--- config.mk ---
export PLATFORM = sky130hd
export DESIGN_NAME = control_unit
export DESIGN_NICKNAME = d
export VERILOG_FILES = /design/src/rtl/control_unit_pkg.sv /design/src/rtl/control_unit.sv
export SDC_FILE = /design/constraint.sdc
export NUM_CORES = 1
export LEC_CHECK = 0
export ABC_AREA = 1
export CAP_MARGIN = 40
export CORE_MARGIN = 1.5
export CORE_UTILIZATION = 39
export DETAILED_ROUTE_END_ITERATION = 16
export PLACE_DENSITY = 0.76
export REMOVE_ABC_BUFFERS = 1
export SETUP_SLACK_MARGIN = 0.2
export SLEW_MARGIN = 15
export SYNTH_ARGS = -nofsm -noshare
export SYNTH_HDL_FRONTEND = slang
export SYNTH_SLANG_ARGS = --single-unit
export TNS_END_PERCENT = 1
--- constraint.sdc ---
create_clock -name clk -period 1.3 [get_ports clk]
set_clock_uncertainty 0.2 [all_clocks]
set_input_delay 0.13 -clock clk [delete_from_list [all_inputs] [get_ports clk]]
set_output_delay 0.13 -clock clk [all_outputs]
set_load 0.01 [all_outputs]
--- src/rtl/control_unit_pkg.sv ---
// Shared instruction-set definitions: opcodes, field positions, ALU select codes and FSM states.
package control_unit_pkg;

    localparam int OP_MSB   = 15;
    localparam int OP_LSB   = 12;
    localparam int REG_MSB  = 11;
    localparam int REG_LSB  = 8;
    localparam int ADDR_MSB = 7;
    localparam int ADDR_LSB = 0;
    localparam int RA_MSB   = 7;
    localparam int RA_LSB   = 4;
    localparam int RB_MSB   = 3;
    localparam int RB_LSB   = 0;

    localparam logic [3:0] OP_NOP   = 4'b0000;
    localparam logic [3:0] OP_LOAD  = 4'b0001;
    localparam logic [3:0] OP_STORE = 4'b0010;
    localparam logic [3:0] OP_HALT  = 4'b0011;

    typedef enum logic [3:0] {
        A_ADD = 4'd0,
        A_SUB = 4'd1,
        A_AND = 4'd2,
        A_OR  = 4'd3,
        A_XOR = 4'd4,
        A_NOT = 4'd5,
        A_SHL = 4'd6,
        A_SHR = 4'd7
    } alu_sel_e;

    typedef enum logic [2:0] {
        IDLE,
        FETCH,
        DECODE,
        LOAD1,
        LOAD2,
        STORE,
        ALU,
        HALTED
    } state_e;

    // Opcodes with the top bit set are ALU operations; 01xx is reserved and behaves as NOP.
    function automatic state_e decode_next(input logic [3:0] op);
        if (op[3]) return ALU;
        case (op)
            OP_LOAD:  return LOAD1;
            OP_STORE: return STORE;
            OP_HALT:  return HALTED;
            default:  return FETCH;
        endcase
    endfunction

    function automatic alu_sel_e alu_sel_of(input logic [2:0] func);
        return alu_sel_e'({1'b0, func});
    endfunction

endpackage

--- src/rtl/control_unit.sv ---
// Multi-cycle control FSM: fetches from the instruction ROM, decodes and sequences the datapath.
module control_unit
    import control_unit_pkg::*;
#(
    parameter int WIDTH    = 16,
    parameter int D_ADDR_W = 8,
    parameter int R_ADDR_W = 4,
    parameter int I_ADDR_W = 8
) (
    input  logic                clk,
    input  logic                rst_n,
    input  logic                start,
    input  logic [WIDTH-1:0]    I_data,
    output logic [I_ADDR_W-1:0] I_addr,
    output logic [D_ADDR_W-1:0] D_addr,
    output logic [R_ADDR_W-1:0] RF_W_addr,
    output logic [R_ADDR_W-1:0] RF_A_addr,
    output logic [R_ADDR_W-1:0] RF_B_addr,
    output logic                D_wr,
    output logic                RF_s,
    output logic                RF_W_en,
    output logic [3:0]          ALU_sel,
    output logic                busy,
    output logic                halted
);

    state_e              state_q, state_d;
    logic [I_ADDR_W-1:0] pc_q, pc_d;
    logic [WIDTH-1:0]    ir_q, ir_d;

    // NOTE: every next-state value gets a default first so no path leaves it unassigned (no latch).
    always_comb begin
        state_d = state_q;
        pc_d    = pc_q;
        ir_d    = ir_q;
        case (state_q)
            IDLE, HALTED: begin
                if (start) begin
                    pc_d    = '0;
                    state_d = FETCH;
                end
            end
            FETCH:  state_d = DECODE;
            DECODE: begin
                ir_d    = I_data;
                pc_d    = pc_q + 1'b1;
                state_d = decode_next(I_data[OP_MSB:OP_LSB]);
            end
            LOAD1:  state_d = LOAD2;
            default: state_d = FETCH;
        endcase
    end

    // NOTE: sequential state uses non-blocking assignments so all registers update together.
    always_ff @(posedge clk or negedge rst_n) begin
        if (!rst_n) begin
            state_q <= IDLE;
            pc_q    <= '0;
            ir_q    <= '0;
        end else begin
            state_q <= state_d;
            pc_q    <= pc_d;
            ir_q    <= ir_d;
        end
    end

    // Datapath controls depend only on state and IR, so reset forces them all to zero at once.
    always_comb begin
        I_addr    = '0;
        D_addr    = '0;
        RF_W_addr = '0;
        RF_A_addr = '0;
        RF_B_addr = '0;
        D_wr      = 1'b0;
        RF_s      = 1'b0;
        RF_W_en   = 1'b0;
        ALU_sel   = '0;
        case (state_q)
            FETCH: I_addr = pc_q;
            LOAD1: begin
                D_addr = D_ADDR_W'(ir_q[ADDR_MSB:ADDR_LSB]);
                RF_s   = 1'b1;
            end
            LOAD2: begin
                D_addr    = D_ADDR_W'(ir_q[ADDR_MSB:ADDR_LSB]);
                RF_s      = 1'b1;
                RF_W_en   = 1'b1;
                RF_W_addr = R_ADDR_W'(ir_q[REG_MSB:REG_LSB]);
            end
            STORE: begin
                D_wr      = 1'b1;
                D_addr    = D_ADDR_W'(ir_q[ADDR_MSB:ADDR_LSB]);
                RF_A_addr = R_ADDR_W'(ir_q[REG_MSB:REG_LSB]);
            end
            ALU: begin
                RF_W_en   = 1'b1;
                ALU_sel   = alu_sel_of(ir_q[OP_MSB-1:OP_LSB]);
                RF_W_addr = R_ADDR_W'(ir_q[REG_MSB:REG_LSB]);
                RF_A_addr = R_ADDR_W'(ir_q[RA_MSB:RA_LSB]);
                RF_B_addr = R_ADDR_W'(ir_q[RB_MSB:RB_LSB]);
            end
            default: ;
        endcase
    end

    assign busy   = (state_q != IDLE) && (state_q != HALTED);
    assign halted = (state_q == HALTED);

endmodule

=== Word level (Yosys, flattened, before mapping) ===
Cells that the tools add are included.

* ROM bits: 0
* Bits in latches: 0
* Register bits: 26
* Output and inout bits: 37
* Memories kept: 0
* Word-level logic and storage cells: 43
* Memory bits (writable): 0
* Bits of input ports: 19

* Shift-type cells: 0
* Divide/modulo/power cells: 0
* Equal/unequal tests: 12
* Order comparisons: 0
* Mux-type cells: 18
* Bitwise gates (word level): 0
* Add/subtract/negate cells: 1
* $mul: 0
* Reduce and logical (&&, ||, !) cells: 9

{| class="wikitable"
|+ Operator list
! kind !! number
|-
| $mux W8 || 3
|-
| $pmux W8 S2 || 1
|-
| $eq A3 B3 Y1 const B || 4
|-
| $mux W3 || 4
|-
| $pmux W3 S4 || 1
|-
| $pmux W3 S3 || 1
|-
| $add A8 B1 Y8 const B || 1
|-
| $eq A4 B2 Y1 const B || 2
|-
| $mux W4 || 2
|-
| $pmux W4 S2 || 1
|-
| $eq A3 B2 Y1 const B || 2
|-
| $reduce_or A2 Y1 || 3
|-
| $mux W1 || 5
|-
| $eq A4 B1 Y1 const B || 1
|-
| $eq A3 B1 Y1 const B || 1
|-
| $logic_not A3 Y1 || 1
|-
| $ne A3 B3 Y1 const B || 1
|-
| $reduce_bool A3 Y1 || 1
|-
| $reduce_or A3 Y1 || 1
|-
| $ne A2 B2 Y1 const B || 1
|-
| $reduce_and A2 Y1 || 1
|-
| $reduce_bool A2 Y1 || 1
|-
| $logic_and A1 B1 Y1 || 1
|}

=== Depth between registers and ports, before layout ===
Gate-level depths: netlist of the first run.

* Depth in word-level cells: 4
* Depth in mapped cells: 7
* Mapped depth without buffers: 7

=== Worst setup path after synthesis of the first run ===
No wires, ideal clock.

* Path type: register to output
* From: reg state_q[2]
* To: out RF_W_addr[0]
* Required time: 970 ps
* Stages on the path, launching flop included: 7
* Path slack: -103 ps
* Arrival time: 1073 ps
* Buffers on the path: 0
* Path through: dfrtp_1 inv_2 nor2_1 nand2_1 nand2_1 inv_2 nor2_1

* Word-level cells in the longest chain between the ends: 3
* Elaborated cells between the ends (all ways): 4
* Those cells by class: eq/ne (2); mux (1); reduce/logical (1)

{| class="wikitable"
|+ RTL lines
! element !! RTL line !! source
|-
| from (decl) || control_unit.sv:27 || <nowiki>state_e state_q, state_d;</nowiki>
|-
| from (signal assigned) || control_unit.sv:61 || <nowiki>state_q <= state_d;</nowiki>
|-
| $eq A3 B3 Y1 || control_unit.sv:78 || <nowiki>case (state_q)</nowiki>
|-
| $reduce_or A2 Y1 (no source line) * || n/a ||
|-
| $mux W4 * || control_unit.sv:78 ||
|-
| to (decl) || control_unit.sv:16 || <nowiki>output logic [R_ADDR_W-1:0] RF_W_addr,</nowiki>
|}

Mark *: on every way between the ends. The rest lies on a longest branch, timed or not.

=== Worst setup path after layout of the first run ===
* From: reg state_q[1]
* To: out D_addr[6]

* Word-level cells in the longest chain between the ends: 3
* Elaborated cells between the ends (all ways): 5
* Those cells by class: eq/ne (3); mux (1); reduce/logical (1)

{| class="wikitable"
|+ RTL lines
! element !! RTL line !! source
|-
| $eq A3 B3 Y1 / $eq A3 B2 Y1 (equally long branches) || control_unit.sv:78 ||
|-
| $reduce_or A3 Y1 (no source line) * || n/a ||
|-
| $mux W8 * || control_unit.sv:78 ||
|-
| to (decl) || control_unit.sv:15 || <nowiki>output logic [D_ADDR_W-1:0] D_addr,</nowiki>
|}

Marks and branches as above.

==> results of run 1 <==
## path summary, 6_finish.rpt
kind / startpoint / to / slack [ns] / depth (start not counted)
min in group asynchronous: rst_n / pc_q[5]$_DFFE_PN0P_ / 0.44 / 3
min reg2reg: ir_q[7]$_DFFE_PN0P_ / ir_q[7]$_DFFE_PN0P_ / 0.37 / 2
max reg2reg: state_q[1]$_DFFE_PN0P_ / pc_q[5]$_DFFE_PN0P_ / -0.33 / 9
max in group asynchronous: rst_n / state_q[1]$_DFFE_PN0P_ / 0.30 / 3
max: state_q[1]$_DFFE_PN0P_ / D_addr[6] / -0.60 / 6
min: I_data[3] / ir_q[3]$_DFFE_PN0P_ / 0.12 / 3
## metrics by stage
| stage | hold WS (ns) | util | power, mW | std cells |
|---|---|---|---|---|
| 6_report | 0.122 | 0.721 | 4.68 | 351 |
| 5_1_grt | 0.140 | 0.721 | 4.97 | 351 |
| 4_1_cts | 0.153 | 0.708 | 4.44 | 349 |
| 3_5_place_dp | 0.304 | 0.667 | 3.58 | 330 |
| 3_3_place_gp | 0.307 | 0.667 | 3.50 | 330 |
| 2_1_floorplan | -0.366 | - | 2.25 | 193 |
## cell type report
type	count	area share
Timing Repair Buffer	106	0.346
Multi-Input combinational cell	136	0.299
Sequential cell	26	0.267
Inverter	32	0.0491
Tap cell	46	0.0235
Clock buffer	4	0.0148
Antenna cell	1	0.00102
## power by group
part / switching, mW / total, mW / internal (mW) / leakage [nW]
registers: 0.155 / 1.27 / 1.11 / 0.331
clock network: 0.280 / 0.453 / 0.173 / 0.0210
logic: 1.54 / 2.96 / 1.42 / 0.943
total: 1.97 / 4.68 / 2.71 / 1.29
## layer usage
metal / vias up / GRT usage / part of all wire
met5: - / 0 / 0
met4: 0 / 0.156 / 0.042
met3: 12 / 0.0270 / 0.043
met2: 59 / 0.418 / 0.49
met1: 790 / 0.284 / 0.43
li1: 823 / - / -
## sequential cells by signal, summed over array words and instances, names as in the netlist
register	count
ir_q	15
pc_q	8
state_q	3
## worst register-to-register path, cell delays in order (launching register included)
cell and delay (ns):
sky130_fd_sc_hd__dfrtp_2 0.50, sky130_fd_sc_hd__nand2_2 0.10, sky130_fd_sc_hd__buf_4 0.14, sky130_fd_sc_hd__buf_6 0.11
sky130_fd_sc_hd__nand2_4 0.06, sky130_fd_sc_hd__buf_6 0.09, sky130_fd_sc_hd__nand3_2 0.07, sky130_fd_sc_hd__buf_6 0.14
sky130_fd_sc_hd__nand3_1 0.07, sky130_fd_sc_hd__nand2_1 0.05
## logic make-up after synthesis
kind of cell / share of synthesized area
AO/OA/AOI/OAI: 0.0888
adder cells (fa/ha/maj): 0.00897
buffers and inverters: 0.111
flip-flops: 0.466
other: 0.00269
AND/OR/NAND/NOR: 0.322
## placed cells by master, fill, tap and decap left out, types with 15 or more instances in the layout
cell type,instances
sky130_fd_sc_hd__buf_6,15
sky130_fd_sc_hd__inv_1,28
sky130_fd_sc_hd__clkdlybuf4s50_1,18
sky130_fd_sc_hd__nand2_1,42
sky130_fd_sc_hd__o21ai_0,16
sky130_fd_sc_hd__nand3_1,16
sky130_fd_sc_hd__nor2_1,23
sky130_fd_sc_hd__buf_4,37
sky130_fd_sc_hd__buf_2,32
sky130_fd_sc_hd__dfrtp_1,25
## what timing repair did
action	4_1_cts	5_1_grt
resized for setup	169	27
pin swaps	7	2
setup buffers	13	1
endpoints found under the hold margin	26	0
cloned	1	0
endpoints found under the setup margin	62	62
hold buffers	1	0
==> reports/results.md, run 1 <==
### Final layout
• **area taken by multi-input logic gates** 731 µm²
• **layout cell share with drive strength beyond 1** 0.414
• **Total Nets Final** 325
• **area taken by flip-flops and latches** 652 µm²
• **layout filler cell count** 250
• **Finished Cell Area** 2440 µm²
• **area growth from synthesis to layout** 75.2%

### CTS
• **clock tree from TritonCTS** yes
• **total clock buffers created by CTS** 3
• **buffer cell driving the clock tree root** sky130_fd_sc_hd__clkbuf_4
• **post-CTS clock slew at the launch and capture registers of the worst setup and hold paths** 0.16 ns
• **clock sink total** 26
• **Max Buffers Root-to-Sink** 2
• **latest clock arrival within the worst-skew pair** 0.36 ns
• **H-tree depth** 1

### Timing
• **final hold violation count** 0
• **sum of negative setup slack** -24.55 ns
• **final setup violation count** 62
• **setup repair after global routing missed its margin** true
• **clock period minus worst slack** 1.90 ns
• **total count of max-transition violations in the final report** 0
• **portion of the clock cycle consumed by the worst path in the final layout** 1.46
• **FMAX** 527 MHz
• **final worst-path setup slack** -0.596 ns

### Floorplanning
• **Die Outline Area** 3950 µm²
• **die width** 62.8 µm
• **vertical die dimension** 62.8 µm
• **floorplan core area** 3390 µm²
• **starting density of the core** 0.412
• **Top Ports** 56
• **floorplan row count** 21

### Critical path
• **critical path class** flop to primary output
• **required time at the endpoint of the critical path** 0.97 ns
• **sort of element at the start of the critical path** flop
• **largest stage delay on the critical path** 0.51 ns
• **Worst setup EP type** primary output
• **list of cells traversed by the critical path** nand2_2, inv_2, a21oi_4, buf_6, nor2_1, buf_2
• **CP max FO** 5
• **Crit-path slowest cell** sky130_fd_sc_hd__dfrtp_2
• **worst path bufs/invs** 3
• **top cell family by delay on the critical path** flip-flops
• **Worst EP arrival** 1.57 ns

### Placed design
• **placement-stage worst setup slack** -0.608 ns
• **detailed placer's ending HPWL** 2820 µm
• **number of buffer cells added on primary ports** 54
• **DP Area** 2260 µm²
• **last weighted congestion value of the routability-driven placer** 0.905

### Pwr
• **power per cell area** 1910 nW/µm²
• **Max IR drop VDD** 0.00100 V
• **leak pwr** 1.29 nW

### GRT
• **GRT Util Overall** 0.242
• **wire length of the first global-routing pass** 7490 µm
• **pin count of the biggest net entering global routing** 35
• **number of antenna violations at the first check in global routing** 1
• **leftover overflow at the end of global routing** 0
• **via count of the first global-routing pass** 1693

### Synthesis
• **sequential fraction of the synthesis area** 0.466
• **Syn Inst Count** 199
• **top cells by area in the synthesized netlist** sky130_fd_sc_hd__dfrtp_1 (47%), sky130_fd_sc_hd__nand2_1 (13%), sky130_fd_sc_hd__nor2_1 (9.4%), sky130_fd_sc_hd__inv_1 (8.1%), sky130_fd_sc_hd__nand3_1 (7.5%)
• **ys flop type** sky130_fd_sc_hd__dfrtp_1
• **Yosys top cell area share** 0.466
• **register bit count reported by yosys** 26
• **count of different cell masters after synthesis** 17
• **number of synthesized flops with an enable pin** 0
• **most frequent cells after synthesis** sky130_fd_sc_hd__nand2_1 (50), sky130_fd_sc_hd__nor2_1 (35), sky130_fd_sc_hd__inv_1 (30)
• **synthesized area per cell** 7.01 µm²
• **cell with the most instances after synthesis** sky130_fd_sc_hd__nand2_1
• **post-synthesis cell type with the largest combined area** sky130_fd_sc_hd__dfrtp_1
• **cell area after technology mapping** 1400 µm²
• **count of synthesis-stage warnings from yosys** 0
• **share of synthesized registers carrying an async set or reset** 1.00

### Status
• **failing checks** setup timing
• **run status** finished with violations

### Drt
• **post-detailed-route count of antenna-violating nets** 0
• **initial drt markers** 59
• **total DRC errors in the routed layout** 0
• **post-detailed-routing wire length** 4470 µm
• **WL/cell** 12.7 µm
• **Via-to-Cell Ratio** 4.80
• **Pre-antenna DRT Iters** 4
• **vias after detailed routing** 1684

### Run
• **max-capacitance violation count** 0

### Worst hold path
• **worst hold-check path type** input port to flop

No activity file was read; power rests on OpenSTA's default activity.
==> run 2: changes to the inputs <==
- MAX_ROUTING_LAYER: default -> met4
==> run 2 against run 1 <==
Compared with the run above: the flow still finishes with violations (setup timing); worst setup slack better by 0.0029 ns; sequential power hardly changed; hold slack worse by 0.0012 ns; flip-flop and latch count stayed put; total power hardly changed; highest routed layer unchanged; critical path type unchanged; routed wire length hardly changed; first-iteration DRC count is 17% lower; clock power hardly changed; largest power group unchanged; non-clock buffer count stayed put; cell area stayed put; global-route usage is 0.69 points higher.
==> reports/results.md, run 2 (synthesized netlist as in run 1, its figures left out) <==
### Critical path
• **required time at the endpoint of the critical path** 0.97 ns, about the same
• **flop2flop setup slack** -0.33 ns, about the same
• **endpoint of the most critical register-to-register path** pc_q[5]$_DFFE_PN0P_, unchanged
• **critical path class** flop to primary output, unchanged
• **Worst setup EP type** primary output, unchanged
• **sort of element at the start of the critical path** flop, unchanged
• **reg-to-reg critical path startpoint** state_q[1]$_DFFE_PN0P_, unchanged
• **Worst Reg-to-Reg Cells** 9, unchanged
• **CP max FO** 5, unchanged
• **Worst EP arrival** 1.56 ns, was 1.57 ns

### Placed design
• **DP Area** 2260 µm², unchanged
• **number of buffer cells added on primary ports** 54, unchanged
• **last weighted congestion value of the routability-driven placer** 0.921, was 0.905
• **detailed placer's ending HPWL** 2820 µm, unchanged
• **placement-stage worst setup slack** -0.608 ns, unchanged

### Drt
• **vias after detailed routing** 1658, was 1684
• **total DRC errors in the routed layout** 0, unchanged
• **metal1 wirelength** 1910 µm, was 1900 µm
• **post-detailed-routing wire length** 4470 µm, about the same
• **routed length on met3** 200 µm, was 191 µm
• **sum of met2 wire segment lengths after detailed routing** 2170 µm, was 2180 µm
• **initial drt markers** 49, was 59
• **Via-to-Cell Ratio** 4.72, was 4.80
• **post-detailed-route count of antenna-violating nets** 0, unchanged
• **WL/cell** 12.7 µm, about the same
• **highest routed layer** met4, unchanged
• **Pre-antenna DRT Iters** 4, unchanged

### CTS
• **buffer cell driving the clock tree root** sky130_fd_sc_hd__clkbuf_4, unchanged
• **clock sink total** 26, unchanged
• **clock tree from TritonCTS** yes, unchanged
• **Max Buffers Root-to-Sink** 2, unchanged
• **latest clock arrival within the worst-skew pair** 0.36 ns, about the same
• **H-tree depth** 1, unchanged
• **post-CTS clock slew at the launch and capture registers of the worst setup and hold paths** 0.16 ns, about the same
• **total clock buffers created by CTS** 3, unchanged

### Floorplanning
• **floorplan row count** 21, unchanged
• **Top Ports** 56, unchanged
• **die width** 62.8 µm, unchanged
• **Die Outline Area** 3950 µm², unchanged
• **vertical die dimension** 62.8 µm, unchanged
• **floorplan core area** 3390 µm², unchanged
• **starting density of the core** 0.412, unchanged

### Run
• **max-capacitance violation count** 0, unchanged

### Timing
• **final hold violation count** 0, unchanged
• **setup repair after global routing missed its margin** true, unchanged
• **final worst-path setup slack** -0.593 ns, was -0.596 ns
• **final setup violation count** 62, unchanged
• **portion of the clock cycle consumed by the worst path in the final layout** 1.46, about the same
• **clock period minus worst slack** 1.89 ns, was 1.90 ns
• **FMAX** 528 MHz, was 527 MHz
• **total count of max-transition violations in the final report** 0, unchanged

### Final layout
• **Total Nets Final** 325, unchanged
• **Finished Cell Area** 2440 µm², unchanged
• **area taken by multi-input logic gates** 731 µm², unchanged
• **most frequent cells in the layout** sky130_fd_sc_hd__nand2_1 (42), sky130_fd_sc_hd__buf_4 (37), sky130_fd_sc_hd__buf_2 (32), unchanged
• **area growth from synthesis to layout** 75.2%, unchanged
• **area taken by flip-flops and latches** 652 µm², unchanged
• **layout cell share with drive strength beyond 1** 0.414, unchanged
• **layout filler cell count** 250, unchanged
• **number of flip-flops in the largest register** 15, unchanged
• **register name with the most flops** ir_q, unchanged
• **most common cell after layout, fill and taps aside** sky130_fd_sc_hd__nand2_1, unchanged
• **registers with the most flip-flops** ir_q: 15 flops, pc_q: 8 flops, state_q: 3 flops, unchanged

### GRT
• **wire length of the first global-routing pass** 7490 µm, unchanged
• **number of antenna violations at the first check in global routing** 1, unchanged
• **via count of the first global-routing pass** 1695, was 1693
• **GRT Util Overall** 0.249, was 0.242
• **pin count of the biggest net entering global routing** 35, unchanged
• **leftover overflow at the end of global routing** 0, unchanged

### Worst hold path
• **Worst Hold Depth** 3, unchanged
• **worst hold-check path type** input port to flop, unchanged
• **hold path endpoint** ir_q[3]$_DFFE_PN0P_, unchanged
• **critical hold path startpoint** I_data[3], unchanged

### Pwr
• **Max IR drop VDD** 0.00100 V, about the same
• **Total Power** 4.68 mW, about the same
• **power per cell area** 1910 nW/µm², about the same
• **leak pwr** 1.29 nW, unchanged

### Status
• **failing checks** setup timing, unchanged
• **run status** finished with violations, unchanged

run 2: worst max-delay path by stage:
stage	startpoint	endpoint	slack (ns)	cells past startpoint
2_1_floorplan	state_q[0]$_DFFE_PN0P_	pc_q[7]$_DFFE_PN0P_	-0.78	6
3_3_place_gp	state_q[0]$_DFFE_PN0P_	RF_A_addr[2]	-0.55	5
3_5_place_dp	state_q[0]$_DFFE_PN0P_	RF_A_addr[2]	-0.61	5
4_1_cts	state_q[1]$_DFFE_PN0P_	D_addr[4]	-0.54	6
5_1_grt	state_q[1]$_DFFE_PN0P_	D_addr[6]	-0.67	6
6_report	state_q[1]$_DFFE_PN0P_	D_addr[6]	-0.59	6
run 2: area by class of cell:
type / instances / area share
Timing Repair Buffer: 106 / 0.346
Multi-Input combinational cell: 136 / 0.299
Sequential cell: 26 / 0.267
Inverter: 32 / 0.0491
Tap cell: 46 / 0.0235
Clock buffer: 4 / 0.0148
Antenna cell: 1 / 0.00102
run 2: power breakdown:
part	total (mW)	switching, mW	internal [mW]
Sequential	1.27	0.155	1.11
Clock	0.454	0.281	0.173
Combinational	2.95	1.53	1.42
run 2: per-stage QoR:
| stage | util | cells | TNS (ns) | hold slack (ns) |
|---|---|---|---|---|
| 6_report | 0.721 | 351 | -24.54 | 0.121 |
| 5_1_grt | 0.721 | 351 | -28.80 | 0.140 |
| 4_1_cts | 0.708 | 349 | -21.23 | 0.153 |
| 3_5_place_dp | 0.667 | 330 | -22.90 | 0.304 |
| 3_3_place_gp | 0.667 | 330 | -20.56 | 0.307 |
| 2_1_floorplan | - | 193 | -15.43 | -0.366 |
run 2: timing repair:
item                                   4_1_cts  5_1_grt
gates cloned                                 1        0
hold buffers                                 1        0
endpoints found under the hold margin       26        0
resized for setup                          169       27
buffers inserted                            13        1
setup endpoints to repair                   62       62
pin swaps                                    7        2
run 2: per-layer routing:
layer | vias up | track usage
li1 | 824 | -
met1 | 769 | 0.284
met2 | 53 | 0.418
met3 | 12 | 0.0270
met4 | 0 | 0.156
met5 | - | -
run 2: critical path: stages (launching register included):
cell	delay, ns
sky130_fd_sc_hd__dfrtp_2	0.51
sky130_fd_sc_hd__nand2_2	0.11
sky130_fd_sc_hd__inv_2	0.05
sky130_fd_sc_hd__a21oi_4	0.22
sky130_fd_sc_hd__buf_6	0.14
sky130_fd_sc_hd__nor2_1	0.03
sky130_fd_sc_hd__buf_2	0.13
